$ cat config.mk
export PLATFORM = sky130hd
export DESIGN_NAME = fp_divsqrt_shared_arbiter
export DESIGN_NICKNAME = d
export VERILOG_FILES = /design/src/rtl/fp_divsqrt_arb_pkg.sv /design/src/rtl/fp_divsqrt_shared_arbiter_rr_arb_onehot.sv /design/src/rtl/fp_divsqrt_shared_arbiter.sv
export SDC_FILE = /design/constraint.sdc
export NUM_CORES = 1
export LEC_CHECK = 0
export ABC_AREA = 1
export CORE_AREA = 5 5 194 196
export DETAILED_ROUTE_END_ITERATION = 10
export DIE_AREA = 0 0 199 201
export DONT_BUFFER_PORTS = 1
export PLACE_DENSITY_LB_ADDON = 0.2
export SLEW_MARGIN = 20
export SYNTH_ARGS = -nofsm -noshare
export SYNTH_HDL_FRONTEND = slang
export SYNTH_SLANG_ARGS = --single-unit
$ cat constraint.sdc
create_clock -name clk -period 3.25 [get_ports clk]
set_input_delay 0.8125 -clock clk [delete_from_list [all_inputs] [get_ports clk]]
set_output_delay 0.8125 -clock clk [all_outputs]
set_load 0.02 [all_outputs]
$ cat src/rtl/fp_divsqrt_arb_pkg.sv
// Shared types and helpers for the div/sqrt request arbiter.
package fp_divsqrt_arb_pkg;

  // Arbiter FSM: IDLE accepts a new request, BUSY waits for the unit's result.
  typedef enum logic [0:0] {
    IDLE = 1'b0,
    BUSY = 1'b1
  } arb_state_e;

  // Width of the core index tag; never narrower than one bit.
  function automatic int log_cores(input int n);
    return (n > 1) ? $clog2(n) : 1;
  endfunction

  // Response record for the default configuration (32b data, 5b fflags, 9b ID).
  typedef struct packed {
    logic [31:0] data;
    logic [4:0]  flags;
    logic [8:0]  id;
  } arb_resp_t;

endpackage

$ cat src/rtl/fp_divsqrt_shared_arbiter_rr_arb_onehot.sv
// Combinational round-robin picker: first requester at or after rr_ptr wins.
module rr_arb_onehot #(
  parameter int NB_CORES  = 4,
  parameter int LOG_CORES = 2
) (
  input  logic [NB_CORES-1:0]  req,
  input  logic [LOG_CORES-1:0] rr_ptr,
  output logic [NB_CORES-1:0]  gnt,
  output logic [LOG_CORES-1:0] idx,
  output logic                 any_req
);

  logic found;

  // Scan the cores starting at the pointer, wrapping modulo NB_CORES.
  always_comb begin
    gnt   = '0;
    idx   = '0;
    found = 1'b0;
    for (int i = 0; i < NB_CORES; i++) begin
      if (!found && req[(int'(rr_ptr) + i) % NB_CORES]) begin
        found                                = 1'b1;
        gnt[(int'(rr_ptr) + i) % NB_CORES]   = 1'b1;
        idx = LOG_CORES'((int'(rr_ptr) + i) % NB_CORES);
      end
    end
  end

  assign any_req = |req;

endmodule

$ cat src/rtl/fp_divsqrt_shared_arbiter.sv
// Shares one iterative div/sqrt unit among NB_CORES APU requesters.
// Round-robin request arbitration, winner index tagged onto the unit ID,
// registered one-cycle response return path.
// Optional performance counters: define FP_DIVSQRT_ARB_PERF_EN.
module fp_divsqrt_shared_arbiter
  import fp_divsqrt_arb_pkg::*;
#(
  parameter int  NB_CORES        = 4,
  parameter int  ID_WIDTH        = 9,
  parameter int  NB_ARGS         = 2,
  parameter int  DATA_WIDTH      = 32,
  parameter int  OPCODE_WIDTH    = 1,
  parameter int  FLAGS_IN_WIDTH  = 5,
  parameter int  FLAGS_OUT_WIDTH = 5,
  localparam int LOG_CORES       = log_cores(NB_CORES)
) (
  input  logic                                     clk,
  input  logic                                     rst_n,
  input  logic [NB_CORES-1:0]                      core_req_i,
  output logic [NB_CORES-1:0]                      core_gnt_o,
  input  logic [NB_CORES*ID_WIDTH-1:0]             core_ID_i,
  input  logic [NB_CORES*NB_ARGS*DATA_WIDTH-1:0]   core_operands_i,
  input  logic [NB_CORES*OPCODE_WIDTH-1:0]         core_op_i,
  input  logic [NB_CORES*FLAGS_IN_WIDTH-1:0]       core_flags_i,
  output logic [NB_CORES-1:0]                      core_rvalid_o,
  output logic [DATA_WIDTH-1:0]                    core_rdata_o,
  output logic [FLAGS_OUT_WIDTH-1:0]               core_rflags_o,
  output logic [ID_WIDTH-1:0]                      core_rID_o,
  output logic                                     unit_req_o,
  input  logic                                     unit_gnt_i,
  output logic [ID_WIDTH+LOG_CORES-1:0]            unit_ID_o,
  output logic [NB_ARGS*DATA_WIDTH-1:0]            unit_operands_o,
  output logic [OPCODE_WIDTH-1:0]                  unit_op_o,
  output logic [FLAGS_IN_WIDTH-1:0]                unit_flags_o,
  input  logic                                     unit_rvalid_i,
  input  logic [DATA_WIDTH-1:0]                    unit_rdata_i,
  input  logic [FLAGS_OUT_WIDTH-1:0]               unit_rflags_i,
  input  logic [ID_WIDTH+LOG_CORES-1:0]            unit_rID_i
`ifdef FP_DIVSQRT_ARB_PERF_EN
  ,
  output logic [31:0]                              perf_busy_cnt_o,
  output logic [31:0]                              perf_stall_cnt_o,
  input  logic                                     perf_clr_i
`endif
);

  localparam int OPS_W = NB_ARGS * DATA_WIDTH;
  localparam int TAG_W = ID_WIDTH + LOG_CORES;

  typedef struct packed {
    logic [DATA_WIDTH-1:0]      data;
    logic [FLAGS_OUT_WIDTH-1:0] flags;
    logic [ID_WIDTH-1:0]        id;
  } resp_t;

  arb_state_e           state_reg;
  logic [LOG_CORES-1:0] rr_ptr_reg;
  logic [LOG_CORES-1:0] rr_ptr_next;
  logic [NB_CORES-1:0]  arb_gnt;
  logic [LOG_CORES-1:0] arb_idx;
  logic                 arb_any;
  logic                 idle;
  logic                 handshake;
  logic [LOG_CORES-1:0] rtag;
  logic [NB_CORES-1:0]  rvalid_reg;
  logic [NB_CORES-1:0]  rvalid_next;
  resp_t                resp_reg;

  rr_arb_onehot #(
    .NB_CORES  (NB_CORES),
    .LOG_CORES (LOG_CORES)
  ) u_rr_arb (
    .req     (core_req_i),
    .rr_ptr  (rr_ptr_reg),
    .gnt     (arb_gnt),
    .idx     (arb_idx),
    .any_req (arb_any)
  );

  assign idle        = (state_reg == IDLE);
  assign unit_req_o  = idle & arb_any;
  assign handshake   = unit_req_o & unit_gnt_i;
  assign rr_ptr_next = (int'(arb_idx) == NB_CORES - 1) ? '0 : arb_idx + LOG_CORES'(1);

  genvar gi;
  generate
    for (gi = 0; gi < NB_CORES; gi++) begin : g_core
      // Grant only the current winner, and only while the unit is free.
      assign core_gnt_o[gi]  = idle & arb_gnt[gi] & unit_gnt_i;
      // Tags that name no core (>= NB_CORES) match no bit here.
      assign rvalid_next[gi] = unit_rvalid_i & (rtag == LOG_CORES'(gi));
    end
  endgenerate

  // Unit payload follows the winner; held at zero when nothing is offered.
  always_comb begin
    unit_ID_o       = '0;
    unit_operands_o = '0;
    unit_op_o       = '0;
    unit_flags_o    = '0;
    if (unit_req_o) begin
      unit_ID_o       = {arb_idx, core_ID_i[int'(arb_idx)*ID_WIDTH +: ID_WIDTH]};
      unit_operands_o = core_operands_i[int'(arb_idx)*OPS_W +: OPS_W];
      unit_op_o       = core_op_i[int'(arb_idx)*OPCODE_WIDTH +: OPCODE_WIDTH];
      unit_flags_o    = core_flags_i[int'(arb_idx)*FLAGS_IN_WIDTH +: FLAGS_IN_WIDTH];
    end
  end

  // FSM: one operation in flight; pointer advances past the winner on handshake.
  always_ff @(posedge clk or negedge rst_n) begin
    if (!rst_n) begin
      state_reg  <= IDLE;
      rr_ptr_reg <= '0;
    end else begin
      case (state_reg)
        IDLE: begin
          if (handshake) begin
            state_reg  <= BUSY;
            rr_ptr_reg <= rr_ptr_next;
          end
        end
        BUSY: begin
          if (unit_rvalid_i) state_reg <= IDLE;
        end
        default: state_reg <= IDLE;
      endcase
    end
  end

  assign rtag = unit_rID_i[TAG_W-1:ID_WIDTH];

  // Response return: one-cycle valid pulse, payload held until the next result.
  always_ff @(posedge clk or negedge rst_n) begin
    if (!rst_n) begin
      rvalid_reg <= '0;
      resp_reg   <= '0;
    end else begin
      rvalid_reg <= rvalid_next;
      if (unit_rvalid_i) begin
        resp_reg <= '{data: unit_rdata_i, flags: unit_rflags_i, id: unit_rID_i[ID_WIDTH-1:0]};
      end
    end
  end

  assign core_rvalid_o = rvalid_reg;
  assign core_rdata_o  = resp_reg.data;
  assign core_rflags_o = resp_reg.flags;
  assign core_rID_o    = resp_reg.id;

`ifdef FP_DIVSQRT_ARB_PERF_EN
  logic [31:0] busy_cnt_reg;
  logic [31:0] stall_cnt_reg;
  logic        stall;

  assign stall = |(core_req_i & ~core_gnt_o);

  // Saturating busy/stall counters; clear wins over increment.
  always_ff @(posedge clk or negedge rst_n) begin
    if (!rst_n) begin
      busy_cnt_reg  <= '0;
      stall_cnt_reg <= '0;
    end else if (perf_clr_i) begin
      busy_cnt_reg  <= '0;
      stall_cnt_reg <= '0;
    end else begin
      if (!idle && (busy_cnt_reg != '1)) busy_cnt_reg <= busy_cnt_reg + 32'd1;
      if (stall && (stall_cnt_reg != '1)) stall_cnt_reg <= stall_cnt_reg + 32'd1;
    end
  end

  assign perf_busy_cnt_o  = busy_cnt_reg;
  assign perf_stall_cnt_o = stall_cnt_reg;
`endif

endmodule

Yosys cells after proc, flatten, opt, wreduce, memory -nomap -nowiden
Index checks and enable logic that the tools add are counted.
{ "classes": {"n_addsub": 4, "n_mul": 2, "order_cmp": 8, "eq_ne": 4, "shifts": 4, "mux": 38, "n_bitwise": 21, "n_reduce_logical": 16} }
{ "ops": {"columns": ["op", "n"], "rows": [
  ["variable part select 256 x 9 -> 64 bit", 1],
  ["two-way mux 64 bit", 1],
  ["variable part select 36 x 7 -> 9 bit", 1],
  ["variable part select 20 x 6 -> 5 bit", 1],
  ["two-way mux 1 bit", 17],
  ["two-way mux 4 bit", 4],
  ["AND 1 bit", 14],
  ["less-than comparator 3 x 4 -> 1 bit (second input constant)", 3],
  ["bitwise OR 4 bit", 3],
  ["two-way mux 11 bit", 1],
  ["two-way mux 2 bit", 5],
  [">= comparator 3 x 1 -> 1 bit (second input constant)", 3],
  ["binary-select mux 1 bit (select 2 bit)", 4],
  ["demux 1 bit (select 2 bit)", 4],
  ["logical AND 1 bit", 7],
  ["multiplier 2 x 4 -> 6 bit (second input constant)", 1],
  ["OR reduction 2 bit", 3],
  ["multiplier 2 x 3 -> 5 bit (second input constant)", 1],
  ["two-way mux 5 bit", 1],
  ["adder 2 x 1 -> 2 bit (second input constant)", 2],
  ["adder 2 bit (second input constant)", 2],
  ["== test 2 x 1 -> 1 bit (second input constant)", 2],
  ["== test 2 bit (second input constant)", 2],
  ["OR reduction 4 bit", 1],
  ["other kinds (9)", 13]
]} }
{ "word_totals": {"regBits": 53, "inputBits": 372, "out_inout_bits": 136, "word_cells": 103} }

Depth between registers and ports, before layout
Gate-level depths: netlist of run 1.
{ "logic_depth": {"word_depth": 17, "ltp_mapped": 15, "ltp_nobuf": 13} }

Modules after synthesis
Synthesis of run 1 repeated with hierarchy kept, for this count alone.
{ "hier_totals": {"cells_unflattened": 1245, "hier_area_um2": 6422.4} }
{ "by_module_without_submodules": {"columns": ["mod", "n_inst", "cells_each", "area_per_inst_um2", "seq_area_each_um2"], "rows": [
  ["fp_divsqrt_shared_arbiter", 1, 1162, 5888.1, 1326.3],
  ["rr_arb_onehot", 1, 83, 534.3, 0.0]
]} }

Least setup slack after synthesis of run 1
No wires, ideal clock.
{ "synth_timing": {"kind": "reg2out", "startpoint": "reg rr_ptr_reg[1]", "endpoint": "out unit_ID_o[0]", "t_arrival_ps": 2400, "required_ps": 2438, "path_slack_ps": 37, "stages_incl_launch_ff": 13, "n_path_buf": 1, "cell_sequence": "dfrtp_1 > inv_1 > ha_1 > inv_1 > nand3_1 > nand2_2 > nand3_1 > nor2_2 > nor2_1 > nor2_2 > buf_2 > nand3_1 > a21oi_1"} }
{ "synth_via": {"elab_chain_len": 15, "word_cells_on_any_way": 30} }
{ "synth_rtl": {"columns": ["element", "line", "rtl"], "rows": [
  ["start, declared", "fp_divsqrt_shared_arbiter.sv:57", "logic [LOG_CORES-1:0] rr_ptr_reg;"],
  ["start signal, assigned", "fp_divsqrt_shared_arbiter.sv:119", "rr_ptr_reg <= rr_ptr_next;"],
  ["adder 2 x 1 -> 2 bit or binary-select mux 1 bit (select 2 bit) (tied branches)", "fp_divsqrt_shared_arbiter_rr_arb_onehot.sv:21, fp_divsqrt_shared_arbiter_rr_arb_onehot.sv:24", null],
  ["binary-select mux 1 bit (select 2 bit) or two-way mux 1 bit (tied branches)", "fp_divsqrt_shared_arbiter_rr_arb_onehot.sv:21", "if (!found && req[(int'(rr_ptr) + i) % NB_CORES]) begin"],
  ["two-way mux 1 bit (not written as such)", "fp_divsqrt_shared_arbiter_rr_arb_onehot.sv:21", null],
  ["two-way mux 1 bit (not written as such) or zero test 1 bit (tied branches)", "fp_divsqrt_shared_arbiter_rr_arb_onehot.sv:21", null],
  ["logical AND 1 bit", "fp_divsqrt_shared_arbiter_rr_arb_onehot.sv:21", null],
  ["two-way mux 1 bit", "fp_divsqrt_shared_arbiter_rr_arb_onehot.sv:21", null],
  ["zero test 1 bit", "fp_divsqrt_shared_arbiter_rr_arb_onehot.sv:21", null],
  ["logical AND 1 bit", "fp_divsqrt_shared_arbiter_rr_arb_onehot.sv:21", null],
  ["two-way mux 1 bit", "fp_divsqrt_shared_arbiter_rr_arb_onehot.sv:21", null],
  ["zero test 1 bit", "fp_divsqrt_shared_arbiter_rr_arb_onehot.sv:21", null],
  ["logical AND 1 bit", "fp_divsqrt_shared_arbiter_rr_arb_onehot.sv:21", null],
  ["two-way mux 2 bit *", "fp_divsqrt_shared_arbiter_rr_arb_onehot.sv:21", null],
  ["multiplier 2 x 4 -> 6 bit *", "fp_divsqrt_shared_arbiter.sv:102", "unit_ID_o = {arb_idx, core_ID_i[int'(arb_idx)*ID_WIDTH +: ID_WIDTH]};"],
  ["variable part select 36 x 7 -> 9 bit *", "fp_divsqrt_shared_arbiter.sv:102", null],
  ["two-way mux 11 bit *", "fp_divsqrt_shared_arbiter.sv:101", "if (unit_req_o) begin"],
  ["end, declared", "fp_divsqrt_shared_arbiter.sv:31", "output logic [ID_WIDTH+LOG_CORES-1:0] unit_ID_o,"]
]} }
Every way passes the cells marked *; elsewhere a longest branch is shown, timed or not. The select of a mux whose other input is x is not followed.

Final worst setup path of run 1
{ "layout_timing": {"startpoint": "reg rr_ptr_reg[0]", "endpoint": "out unit_operands_o[23]"} }
{ "layout_via": {"elab_chain_len": 14, "word_cells_on_any_way": 29} }
{ "layout_rtl": {"columns": ["element", "line", "rtl"], "rows": [
  ["adder 2 x 1 -> 2 bit or binary-select mux 1 bit (select 2 bit) (tied branches)", "fp_divsqrt_shared_arbiter_rr_arb_onehot.sv:21, fp_divsqrt_shared_arbiter_rr_arb_onehot.sv:24", null],
  ["binary-select mux 1 bit (select 2 bit) or two-way mux 1 bit (tied branches)", "fp_divsqrt_shared_arbiter_rr_arb_onehot.sv:21", null],
  ["two-way mux 1 bit (not written as such)", "fp_divsqrt_shared_arbiter_rr_arb_onehot.sv:21", null],
  ["two-way mux 1 bit (not written as such) or zero test 1 bit (tied branches)", "fp_divsqrt_shared_arbiter_rr_arb_onehot.sv:21", null],
  ["logical AND 1 bit", "fp_divsqrt_shared_arbiter_rr_arb_onehot.sv:21", null],
  ["two-way mux 1 bit", "fp_divsqrt_shared_arbiter_rr_arb_onehot.sv:21", null],
  ["zero test 1 bit", "fp_divsqrt_shared_arbiter_rr_arb_onehot.sv:21", null],
  ["logical AND 1 bit", "fp_divsqrt_shared_arbiter_rr_arb_onehot.sv:21", null],
  ["two-way mux 1 bit", "fp_divsqrt_shared_arbiter_rr_arb_onehot.sv:21", null],
  ["zero test 1 bit", "fp_divsqrt_shared_arbiter_rr_arb_onehot.sv:21", null],
  ["logical AND 1 bit", "fp_divsqrt_shared_arbiter_rr_arb_onehot.sv:21", null],
  ["two-way mux 2 bit *", "fp_divsqrt_shared_arbiter_rr_arb_onehot.sv:21", null],
  ["variable part select 256 x 9 -> 64 bit *", "fp_divsqrt_shared_arbiter.sv:103", "unit_operands_o = core_operands_i[int'(arb_idx)*OPS_W +: OPS_W];"],
  ["two-way mux 64 bit *", "fp_divsqrt_shared_arbiter.sv:101", null],
  ["end, declared", "fp_divsqrt_shared_arbiter.sv:32", "output logic [NB_ARGS*DATA_WIDTH-1:0] unit_operands_o,"]
]} }
Marks and branches as above.

==> metrics.md, run 1 <==
| Metric | Value |
|---|---|
| Setup violators final | 79 |
| Flops & latches, synth | between 50 and 60 |
| Period utilization | 105% |
| Final slew viol count | 0 |
| Grt ovf | 0 |
| Max Fclk | approximately 0.3 GHz |
| CP Cell Sequence | inv_2, ha_4, inv_4, nand3_4, nand2_8, nand3_4, nor2_4, nor2_4, nor2_4, buf_12, buf_12, clkbuf_16, nand3_2, a21oi_2, buf_6 |
| Vias | 8338 |
| Startpoint class of the critical path | flip-flop |
| Post-synth cell types | 23 |
| First-pass GRT wire length | 47400 um |
| Area of the core | 35900 sq um |
| Setup ws final | -0.171 ns |
| Setup repair after global routing missed its margin | yes |
| DR iter-0 viols | 451 |
| Worst slew margin relative to its limit | 44.6% |
| Initial core utilization | 18.3% |
| Dpl hpwl | 25400 um |
| Gr usage total | 14.9% |
| Max FO, Critical Path | 7 |
| Slowest stage delay, CP | 0.41 ns |
| CTS tree | done |
| Synth Net Count | 1571 |
| Final instance area | around 10000 sq um |
| FP Rows | 70 |
| Status | complete, but fails checks |
| Largest net degree at the start of global routing | 60 |
| Failing checks | setup timing |
| Hold Buf Count CTS | 0 |
| IO buf count | 0 |
| Worst path required time | 2.44 ns |
| Ys Warns | 0 |
| Worst-case clock buffer depth | 2 |
| Clock root cell | clkbuf_16 |
| Mean Syn Cell Area | around 5.5 sq um |
| H-tree levels | 2 |
| Number of flip-flops in the largest register | 32 |
| Final ANT Viol Nets | 0 |
| Height of the die | 201 um |
| Initial antenna violation count | 4 |
| Most frequent cells in the layout | 299 x nand2_1, 250 x inv_1, 172 x nand3_1, 101 x buf_4, 79 x nand3b_1 |
| P&R area growth vs syn | 57.5% |
| Layout Nets | 1694 |
| Mapped Cells | ~1200 |
| Final Wtd Congestion | 0.939 |
| Number of max-cap violations | 0 |
| Commonest non-fill, non-tap cell in the layout | nand2_1 |
| Vias in the first global route | approximately 7800 |
| Io pins | a little over 500 |
| Worst-margin pin slew | a little over 0.8 ns |
| Hold crit path type | primary input to async pin |
| Die area | about 40000 sq um |
| # DRC | 0 |
| Fill count | 4026 |
| DR vias/cell | 4.67 |
| Slowest cell on the critical path | dfrtp_1 |
| TritonCTS buffer count | 5 |
| Post-Route WL | 35500 um |
| Seq/Total Area, Yosys | 20.1% |
| WL/cell | 19.9 um |
| Post-Syn Area | 6590 sq um |
| Share of cells above drive strength 1 | between 30% and 40% |
| Worst Path Arrival | 2.61 ns |
| Final min period | 3.42 ns |
| Detailed Routing Iterations Pass 1 | 5 |
| Clock sinks | 53 |
| CP endpoint kind | output pin |
| CP most frequent cell | nor2_4 |
| DP Area | 8220 sq um |
| Setup Crit Path Kind | flip-flop to output pin |
| Clock transition at path regs | 0.08 ns |
| Skew-Pair Late Insertion Delay | 0.28 ns |
| Final Hold Vio Count | 0 |
| Die W | just under 200 um |
| Clock skew | 0.000143 ns |
logic make-up (layout without fill, tap and decap cells):
logic type / count (synthesis) / after routing / synth area share (%)
flops: 53 / 53 / 20.1
compound gates: 85 / 85 / 6.57
buf+inv: 345 / 468 / 21.8
fa+ha+maj: 8 / 8 / 1.52
other cells: 0 / 4 / 0
simple gates: 700 / 701 / 50.0
worst max-delay path: cells and delay by family, from the launching register on:
family / cells / cell delay, ns
DFF: 1 / 0.41
adders and majority gates: 1 / 0.23
and+or+nand+nor: 7 / 0.70
AOI/OAI and AO/OA: 1 / 0.15
buffers and inverters: 6 / 0.81
through the flow:
| stage | setup slack, ns | cells | hold WS (ns) | utilization (%) | TNS [ns] |
|---|---|---|---|---|---|
| 6_report | -0.171 | 1787 | 0.205 | 28.9 | -8.48 |
| 5_1_grt | -0.285 | 1785 | 0.184 | 28.9 | -18.67 |
| 4_1_cts | -0.146 | 1770 | 0.193 | 25.2 | -8.19 |
| 3_5_place_dp | -0.220 | 1739 | 0.519 | 22.9 | -1.81 |
| 3_3_place_gp | -0.220 | 1739 | 0.519 | 22.9 | -1.41 |
| 2_1_floorplan | 0.0370 | 1191 | 0.517 | - | 0 |
routing by layer:
metal	vias up	global-route usage, %	wire (um)
li1	3947	-	-
met1	3915	19.1	14300
met2	425	25.9	17600
met3	51	2.69	2720
met4	0	3.47	811
met5	-	0	0
synthesized netlist by cell type:
| cell | n | area (sq um) |
|---|---|---|
| a22oi_1 | 1 | 7.51 |
| buf_4 | 1 | 7.51 |
| dfrtp_1 | 53 | 1330 |
| o21ai_0 | 1 | 5.00 |
| o211ai_1 | 1 | 7.51 |
| ha_1 | 8 | 100 |
| nand3_1 | 250 | 1250 |
| nor2_1 | 9 | 33.8 |
| inv_2 | 2 | 7.51 |
| nand3_2 | 2 | 20.0 |
| nand3b_1 | 79 | 593 |
| nand2_2 | 6 | 37.5 |
| a21oi_1 | 81 | 405 |
| a21boi_0 | 1 | 7.51 |
| nand4_1 | 5 | 31.3 |
| buf_2 | 47 | 235 |
| buf_6 | 10 | 113 |
| nand2_1 | 342 | 1280 |
| nor2_2 | 2 | 12.5 |
| clkbuf_1 | 29 | 109 |
| nor2_4 | 1 | 11.3 |
| nor3_1 | 4 | 20.0 |
| inv_1 | 256 | 961 |
final cells by class:
type | count | area, sq um | share of cell area [%]
clock buffers | 5 | 125 | 1.21
clock inverters | 3 | 48.8 | 0.470
flip-flops and latches | 53 | 1330 | 12.8
well taps | 468 | 586 | 5.64
inverters | 258 | 973 | 9.38
diodes | 4 | 10.0 | 0.0965
multi-input cells | 794 | 4900 | 47.3
repair buffers | 202 | 2400 | 23.2
path summary, 6_finish.rpt:
kind	start	endpoint	slack [ns]	cells past startpoint
min in group clk	unit_rID_i[9]	core_rvalid_o[2]	0.58	1
setup / recovery	rr_ptr_reg[0]	unit_operands_o[23]	-0.17	15
hold / removal	rst_n	core_rdata_o[7]	0.20	0
hold reg to reg	state_reg	state_reg	0.62	2
setup reg to reg	rr_ptr_reg[0]	rr_ptr_reg[1]	1.09	15
max in group asynchronous	rst_n	rr_ptr_reg[1]	2.95	0
timing repair:
action,4_1_cts,5_1_grt
gates cloned,8,11
resized for setup,69,255
pin swaps,16,57
buffers inserted,18,7
setup endpoints to repair,80,83
Power of run 1 is not shown: default switching activity piles up to over one toggle a cycle in this logic, so the estimate is an artifact.
==> run 2, diff against run 1 <==
Settings changed: CORE_AREA 5 5 194 196 to 5 5 197 199, DIE_AREA 0 0 199 201 to 0 0 202 204, SYNTH_HIERARCHICAL from default to 1.
==> run 2 against run 1 <==
The run still ends with setup timing left; sequential share of layout area is 0.80 points lower; synthesized cell count is 4.5% higher; critical path type unchanged; count of clock-buffer cells in the layout is the same; flip-flop and latch count is the same; global-route usage increased by 1.3 points; first-iteration DRC count rose by 5.3%; maximum frequency rose by 0.38%; cell count fell by 0.17%; critical endpoint is now unit_operands_o[37]; synthesized area fell by 2.5%.
==> metrics.md, run 2 <==
| Metric | Value |
|---|---|
| Clock skew | between 0.0009 and 0.001 ns |
| DR vias/cell | 4.50 |
| FP Rows | between 70 and 80 |
| Setup repair after global routing missed its margin | yes |
| IO buf count | 0 |
| Clock transition at path regs | 0.08 ns |
| CP most frequent cell | buf_12 |
| Post-Route WL | 37000 um |
| Slowest cell on the critical path | dfrtp_2 |
| # DRC | 0 |
| Io pins | 508 |
| Final Hold Vio Count | 0 |
| Vias | between 8000 and 9000 |
| Setup violators final | just under 80 |
| Final ANT Viol Nets | 0 |
| Worst slew margin relative to its limit | slightly above 40% |
| Hold Buf Count CTS | 0 |
| Top cells by instance count after synthesis | 475 x nand2_1, 330 x inv_1, 181 x nand3_1 |
| Layout Nets | 1686 |
| Die area | a little over 40000 sq um |
| Main area contributors after synthesis | nand2_1 28%, dfrtp_1 21%, inv_1 19% |
| Failing checks | setup timing |
| Worst-margin pin slew | slightly below 0.9 ns |
| Reg2Reg Launch Point | rr_ptr_reg[0] |
| Final min period | 3.41 ns |
| Worst path required time | between 2 and 2.5 ns |
| Vias in the first global route | 8166 |
| Mean Syn Cell Area | 5.16 sq um |
| Slowest stage delay, CP | 0.43 ns |
| Setup Crit Path Kind | flip-flop to output pin |
| WL/cell | around 21 um |
| Worst Path Arrival | 2.60 ns |
| Reg2Reg Depth | 15 |
| Max FO, Critical Path | 6 |
| Post-Syn Area | 6420 sq um |
| Worst R2R Setup Slack | 0.87 ns |
| H-tree levels | 2 |
| Area of the core | roughly 37000 sq um |
| DR iter-0 viols | 475 |
| First-pass GRT wire length | roughly 52000 um |
| Fill count | 4041 |
| Sequential cell area | approximately 1300 sq um |
| Crit. Startpoint | rr_ptr_reg[0] |
| Seq/Total Area, Yosys | 20.7% |
| Largest area contributor in the netlist | nand2_1 |
| Clock root cell | clkbuf_16 |
| Hold crit path type | primary input to async pin |
| P&R area growth vs syn | 72.6% |
| Worst Setup EP | unit_operands_o[37] |
| Setup TNS | -8.59 ns |
| Gr usage total | about 16% |
| Most frequent cells in the layout | 380 x nand2_1, 329 x inv_1, 141 x nand3_2, 76 x nand2_2, 73 x a21oi_4 |
| Status | complete, but fails checks |
| Most common cell in the netlist | nand2_1 |
| Area of the multi-input gates | 5610 sq um |
| Synth Net Count | 1623 |
| Die W | 202 um |
| Flops & latches, synth | 53 |
| Initial core utilization | 17.3% |
| Mapped Cells | 1245 |
| Initial antenna violation count | 1 |
| Period utilization | 105% |
| Largest net degree at the start of global routing | 54 |
| Top cell type's share of synthesized area | 27.8% |
| R2R Path End | rr_ptr_reg[0] |
| Final slew viol count | 0 |
| Async S/R FF share, synth | 100% |
| Clock sinks | 53 |
| Number of max-cap violations | 0 |
| Number of flops mapped to enable cells by yosys | 0 |
| Worst-case clock buffer depth | 2 |
| Detailed Routing Iterations Pass 1 | 5 |
| Grt ovf | 0 |
| Max Fclk | 0.293 GHz |
| Number of flip-flops in the largest register | 32 |
| Final Wtd Congestion | 0.948 |
| Dpl hpwl | approximately 27000 um |
| Post-synth cell types | 28 |
| CP endpoint kind | output pin |
| Height of the die | 204 um |
| CTS tree | done |
| Commonest non-fill, non-tap cell in the layout | nand2_1 |
| Skew-Pair Late Insertion Delay | 0.29 ns |
| Setup ws final | -0.158 ns |
| Startpoint class of the critical path | flip-flop |
| Share of cells above drive strength 1 | 37.8% |
| Ys Warns | 6 |
| CP Cell Sequence | inv_8, ha_4, nand3_2, nand2_2, o21ai_1, nor2_1, nor2_4, buf_6, buf_12, buf_16, buf_12, nand2_1, nand3_2, a21oi_4, buf_12 |
| TritonCTS buffer count | 5 |
| Main flop type after synthesis | dfrtp_1 |
==> run 2: cell types whose count changed after synthesis, moves of 3 or more <==
cell	previous run	this run
buf_6	10	3
inv_2	2	6
nand2_1	342	475
nand4_1	5	1
buf_2	47	33
buf_4	1	7
nand3b_1	79	0
nand3_1	250	181
a21oi_1	81	84
inv_1	256	330
a21boi_0	1	4
clkbuf_1	29	26
==> run 2: worst min path at each step <==
stage          start                to  slack (ns)  cells after the start
6_report       rst_n     core_rID_o[0]        0.20                      0
5_1_grt        rst_n     core_rID_o[0]        0.18                      0
4_1_cts        rst_n     core_rID_o[0]        0.19                      0
3_5_place_dp   rst_n     core_rID_o[2]        0.52                      0
3_3_place_gp   rst_n  core_rdata_o[26]        0.52                      0
2_1_floorplan  rst_n     core_rID_o[0]        0.52                      0
==> run 2: metal layers <==
layer  vias up  GRT usage, %  wire length (um)
met2       391          29.2             18700
met1      3822          19.6             14700
met3        38          3.92              2830
met5         -             0                 0
met4         0          3.61               837
li1       3775             -                 -
==> run 2: layout make-up <==
class / instances / share of cell area [%]
Tap cell: 474 / 5.35
Clock buffer: 5 / 1.13
Clock inverter: 3 / 0.452
Antenna cell: 1 / 0.0226
Multi-Input combinational cell: 783 / 50.6
Sequential cell: 53 / 12.0
Timing Repair inverter: 3 / 0.440
Inverter: 338 / 11.9
Timing Repair Buffer: 124 / 18.1
==> run 2: timing repair <==
item	in CTS	in global routing
gates resized for setup	332	66
pin swaps	107	48
cloned	19	8
setup endpoints to repair	81	81
buffers inserted	15	4
==> run 2: cells by family (layout without fill, tap and decap cells) <==
| logic type | after synthesis | in the layout | synth area share, % |
|---|---|---|---|
| AO/OA/AOI/OAI | 92 | 92 | 7.32 |
| adder cells (fa/ha/maj) | 6 | 6 | 1.17 |
| buffers and inverters | 409 | 473 | 25.6 |
| flip-flops | 53 | 53 | 20.7 |
| other | 0 | 1 | 0 |
| AND/OR/NAND/NOR | 685 | 685 | 45.2 |
==> run 2: per-stage QoR <==
step	area (sq um)	setup WS, ns	utilization, %	hold WS (ns)	cells
after detailed placement	8400	-0.216	22.7	0.519	1730
after CTS	10600	-0.212	28.6	0.188	1772
final	11100	-0.158	29.9	0.195	1784
after floorplan	7250	0.0284	-	0.517	1245
after global routing	11100	-0.327	29.9	0.175	1784
after global placement	8400	-0.220	22.7	0.519	1730
==> run 2: worst max-delay path, delay by kind of cell (launching register included) <==
family / cells / cell delay (ns)
buffers and inverters: 6 / 0.72
and+or+nand+nor: 6 / 0.60
DFF: 1 / 0.43
adders and majority gates: 1 / 0.29
AOI/OAI and AO/OA: 2 / 0.25
Power of run 2 is left out for the same reason.
==> RTL edit 1, RTL diff (settings of run 1) <==
Add a define of `FP_DIVSQRT_ARB_PERF_EN`.
--- a/src/rtl/fp_divsqrt_shared_arbiter.sv
+++ b/src/rtl/fp_divsqrt_shared_arbiter.sv
@@ -3,4 +3,6 @@
 // registered one-cycle response return path.
 // Optional performance counters: define FP_DIVSQRT_ARB_PERF_EN.
+`define FP_DIVSQRT_ARB_PERF_EN
+
 module fp_divsqrt_shared_arbiter
   import fp_divsqrt_arb_pkg::*;
Interface: changed (added perf_busy_cnt_o, perf_clr_i and perf_stall_cnt_o); port bits go from 508 to 573. The function was not compared with the original's and may differ.
==> RTL edit 1 against run 1 <==
The flow still finishes with violations (setup timing); sequential share of layout area up 9.0 points; die area unchanged; sequential cell count up 64; wire length up 36%; critical path depth up 2; area after synthesis up 37%; setup slack worse by 0.29 ns; critical path type unchanged; core utilization up 8.6 points; global-route usage up 7.7 points; final cell count up 8.2%; cell area up 30%.
==> RTL edit 1: results (changes against run 1) <==
Synthesis:
- In the synthesized netlist the dominant register cell turns out to be dfrtp_1.
- The multiplexer share of the synthesized area is 0% (unchanged).
- By area the synthesized netlist is led by dfrtp_1 (32%), nand2_1 (12%), nor2_1 (8.6%), o21bai_1 (6.5%), o21ai_0 (4.9%).
- The number of distinct standard cells referenced by the synthesized netlist is 44 (+91%).
- The total nets after synthesis was 1702 (+8.3%).
- The share of the synthesized area in compound gates (AO/OA/AOI/OAI) is 21.2% (+15 points).
- The commonest cells after synthesis are nand2_1 (292), nor2_1 (207), dfrtp_1 (117).
- The fraction of registers with async set/reset is 100% (unchanged).
- The share of synthesized cell area in full adder, half adder and majority cells is 1.39% (-0.13 points).
- The parity-gate share of the synthesized area counting xor and xnor cells is 3.01% (+3.0 points).
- The number of synthesis warnings came to 0 (unchanged).
- The share of synthesized area occupied by flip-flops and latches came to 32.5% (+12 points).

Setup path:
- The data arrival time of the critical path is 2.90 ns (+0.29 ns).
- The register-to-register setup slack came to 0.57 ns (-0.52 ns).
- The largest driver fanout on the critical path is 14 (+7).
- The standard cell with the maximum stage delay on the critical path is dfrtp_1.
- In this design, the largest share of critical-path delay is due to buffers and inverters.
- The peak per-stage delay on the critical path was 0.43 ns (+0.02 ns).

Detailed routing:
- The wire length on met3 was 3.52 mm (+29%).
- The met2 wire length came to 24.8 mm (+40%).
- The total wire length is 48.2 mm (+36%).
- The average via count per standard cell was 5.24 (+12%).
- The number of violations reported at the end of detailed-routing iteration 0 was 656 (+45%).
- The highest routing layer actually used is met4.
- The wire length the detailed router placed on met1 is 17.7 mm (+23%).
- The first-pass iteration count of the detailed router came to 5 (unchanged).

Worst hold path:
- The path category of the worst min-delay check is in -> async.

Layout:
- The number of filler instances in the final layout is 3713 (-7.8%).
- The net count reported at finish came to 1834 (+8.3%).
- The layout cell share with drive strength beyond 1 came to 30.7% (-1.4 points).

STA:
- The final setup violation count is 80 (+1.3%).
- The worst relative slew slack is 41.8% (-2.9 points).
- The worst path setup slack after routing came to -0.465 ns (-0.294 ns).
- The final setup skew is 0.0126 ns (+0.0124 ns).

Global routing:
- The via count of the first global-routing pass was 10200 (+31%).
- The first-pass GRT wire length is 68.1 mm (+44%).
- The global router's overall resource usage came to 22.6% (+7.7 points).
- The maximum number of pins on one net before global-route repair was 118 (+97%).
- The initial antenna violation count was 2 (-2).

Clock tree:
- The total clock buffers created by CTS is 17 (+12).
- The number of H-tree branching levels is 4 (+2).
- The clock latency of the later-clocked register in the worst-skew pair is 0.42 ns (+0.14 ns).
- The root buffer cell is clkbuf_16.
- Clock-pin slew was measured on the worst setup and hold paths at 0.07 ns.
- The maximum clock path buffer count came to 2 (unchanged).

Placed design:
- The global placement routability congestion came to 0.988 (+5.3%).
- The pre-CTS setup slack was -0.373 ns (-0.153 ns).
- The count of buffers inserted at the top-level ports is 0 (unchanged).
- The final HPWL from detailed placement is 36.9 mm (+45%).

Power and ir drop:
- The worst-case IR drop observed on VDD is about 1700 uV.
- The internal power contribution is about 11000 uW.
- The static leakage power is approximately 0.0059 uW.

Run status:
- The checks that failed: setup timing.
- The run finished, with violations left.
## RTL edit 1: cell type report
cell class                      count  area, sq um  area share (%)
Antenna cell                        2         5.00          0.0372
Tap cell                          468          586            4.35
Inverter                          102          398            2.95
Clock inverter                     15          159            1.18
Sequential cell                   117         2930            21.7
Clock buffer                       17          425            3.16
Multi-Input combinational cell   1020         6460            48.0
Timing Repair Buffer              193         2500            18.6
## RTL edit 1: cell families after synthesis
logic type                 after synthesis
and+or+nand+nor                        679
AOI/OAI and AO/OA                      300
buffers and inverters                  182
DFF                                    117
xor gates and xnor gates                31
adders and majority gates               10
## RTL edit 1: timing repair
item | in CTS | in global routing
gates cloned | 9 | 3
pin swaps | 50 | 44
hold buffers | 0 | 0
gates resized for setup | 228 | 83
endpoints found under the setup margin | 81 | 85
hold endpoints to repair | 0 | 0
buffers inserted | 21 | 11
## RTL edit 1: worst paths after layout
check,from,end,cells past startpoint
max,flip-flop,unit_operands_o[62],17
max reg2reg,perf_busy_cnt_o[17]$_DFFE_PN0P_,perf_busy_cnt_o[25]$_DFFE_PN0P_,12
max in group asynchronous,rst_n,core_rdata_o[31]$_DFFE_PN0P_,0
min reg2reg,state_reg$_DFF_PN0_,state_reg$_DFF_PN0_,2
min,rst_n,perf_busy_cnt_o[24]$_DFFE_PN0P_,0
min in group clk,perf_clr_i,perf_busy_cnt_o[18]$_DFFE_PN0P_,1
## RTL edit 1: stage by stage
stage	TNS [ns]	hold slack (ns)	cell area [sq um]	total power (uW)	cells
after detailed placement	-15.85	0.521	11200	16200	1861
after floorplan	-0.0526	0.494	9450	9390	1319
final	-28.80	0.0823	13500	22700	1934
after global routing	-39.00	0.0491	13500	23600	1934
after global placement	-12.78	0.520	11200	16200	1861
after CTS	-32.50	0.0608	13000	21600	1922
## RTL edit 1: power by group through the flow
stage          sequential, uW  combinational (uW)  clock (uW)
2_1_floorplan            1700                7680           0
3_3_place_gp             1720               14500           0
3_5_place_dp             1720               14500           0
4_1_cts                  1690               18000        1980
5_1_grt                  1700               19800        2040
6_report                 1690               19000        1930
## RTL edit 1: per-layer routing
layer,GRT usage (%),vias up
li1,-,4705
met1,25.7,4907
met2,40.0,451
met3,6.16,80
met4,8.70,0
met5,0,-
==> RTL edit 2, RTL diff (settings of run 1) <==
Without the edit above. Put a register stage on the output `core_rflags_o`, with the module's reset. The value now appears one clock later. The other outputs are not delayed to match.
--- a/src/rtl/fp_divsqrt_shared_arbiter.sv
+++ b/src/rtl/fp_divsqrt_shared_arbiter.sv
@@ -145,5 +145,11 @@
   assign core_rvalid_o = rvalid_reg;
   assign core_rdata_o  = resp_reg.data;
-  assign core_rflags_o = resp_reg.flags;
+  always_ff @(posedge clk or negedge rst_n) begin
+    if (!rst_n) begin
+      core_rflags_o <= '0;
+    end else begin
+      core_rflags_o <= resp_reg.flags;
+    end
+  end
   assign core_rID_o    = resp_reg.id;
 
Function: changed (Yosys sat finds a counterexample within 4 cycles, from zero or initial values and one cycle with rst_n low).
==> RTL edit 2 against run 1 <==
Area after synthesis rose by 5.1%; highest routed layer is now met5; final cell count is 1.4% higher; the run still ends with setup timing left; core utilization rose by 1.9 points; cell area grew 6.7%; hold slack got worse by 0.017 ns; setup slack got worse by 0.13 ns; global-route usage is 3.5 points higher; critical path depth unchanged; sequential cell count rose by 5; wire length increased by 15%.
Power is left out: the tool's default activity adds up to more than one toggle a clock period on the data nets, which glitch-free logic cannot reach.
==> RTL edit 2: results (changes against run 1) <==
Clock tree:
- The clock sink total came to 58 (+9.4%).
- The quantity of gates resized following cts is 197 (+190%).
- The total clock buffers created by CTS is 9 (+4).
- The clock transition time at the flip-flop clock pins of the worst setup and hold paths was 0.05 ns (-0.03 ns).
- The number of H-tree branching levels is 3 (+1).

Detailed routing:
- The number of violations reported at the end of detailed-routing iteration 0 is 473 (+4.9%).
- The detailed router used layers up to and including met5.
- The wire length on met3 is 2.79 mm (+2.6%).
- The average via count per standard cell is 4.69 (+0.52%).
- The wire length the detailed router placed on met1 is 16.9 mm (+18%).
- The total wire length is 41.0 mm (+15%).

Global routing:
- The met3 global-route usage is 3.99% (+1.3 points).
- The met1 usage came to 22.8% (+3.7 points).
- The first-pass GRT wire length is 55.8 mm (+18%).
- The maximum number of pins on one net before global-route repair was 59 (-1.7%).

Setup path:
- The last element of the critical path is unit_operands_o[21].
- The peak per-stage delay on the critical path came to 0.37 ns (-0.04 ns).
- Among all stages on the critical path, the largest delay is contributed by dfrtp_1.
- The number of cells on the worst reg-to-reg path is 14 (-1).
- The register-to-register setup slack came to 1.00 ns (-0.09 ns).
- The largest driver fanout on the critical path came to 12 (+5).
- The data arrival time of the critical path is 2.73 ns (+0.12 ns).
- The reg-to-reg critical path endpoint is rr_ptr_reg[0]$_DFFE_PN0P_.

STA:
- The final setup violation count is 79 (unchanged).
- The worst relative slew slack was 65.9% (+21 points).
- The worst path setup slack after routing is -0.297 ns (-0.126 ns).
- The final setup TNS is -13.69 ns (-5.21 ns).

Synthesis:
- The share of synthesized area occupied by flip-flops and latches was 21.0% (+0.83 points).
- Ranked by instance count, the synthesized netlist is headed by nand2_1 (339), inv_1 (256), nand3_1 (245).
- The most used flip-flop cell after synthesis is dfrtp_1.
- The number of distinct standard cells referenced by the synthesized netlist is 29 (+26%).
- The total nets after synthesis is 1604 (+2.1%).

Placed design:
- The global placement routability congestion is 0.948 (+0.94%).
- The final HPWL from detailed placement was 29.6 mm (+16%).
- The pre-CTS setup slack is -0.555 ns (-0.335 ns).

Layout:
- The final-layout clock-cell area share is 2.68% (+1.0 points).
- The multi-input logic portion of the cell area is 44.3% (-2.9 points).
- The net count reported at finish is 1715 (+1.2%).
- The total area of multi-input combinational cells is 4910 sq um (about the same).
- The multi-input gate count came to 779 (-1.9%).
- The number of ordinary and repair buffers in the finished layout is 226 (+12%).
- The portion of the layout cell area used by non-clock buffers is 25.4% (+2.3 points).
- The layout cell share with drive strength beyond 1 is 35.1% (+3.1 points).
- The count of clock-net buffers in the final layout is 11 (+6).
- The storage element area is 1450 sq um (+9.4%).
- The number of non-clock inverters is 261 (+1.2%).

Run status:
- The flow ran to the end, but the final reports show violations.
- The final reports fail on setup timing.
==> RTL edit 2: cell count changes after synthesis, sizes merged, moves of 2 or more <==
| cell | change |
|---|---|
| o2111ai | +4 |
| nor2 | -6 |
| inv | +2 |
| buf | +40 |
| nand3 | -6 |
| dfrtp | +5 |
| nand4 | -3 |
| nand2 | -3 |
==> RTL edit 2: cells by family (layout without fill, tap and decap cells) <==
| group | Yosys count | count (layout) | share of synthesized area, % |
|---|---|---|---|
| AO/OA/AOI/OAI | 88 | 88 | 6.69 |
| adder cells (fa/ha/maj) | 8 | 8 | 1.45 |
| buffers and inverters | 387 | 503 | 24.0 |
| flip-flops | 58 | 58 | 21.0 |
| other | 0 | 4 | 0 |
| AND/OR/NAND/NOR | 683 | 683 | 46.9 |
==> RTL edit 2: worst max-delay path, delay by kind of cell, from the launching register on <==
family / cells / cell delay [ns]
AOI/OAI and AO/OA: 1 / 0.16
adders and majority gates: 1 / 0.31
buffers and inverters: 7 / 0.89
DFF: 1 / 0.37
and+or+nand+nor: 6 / 0.68
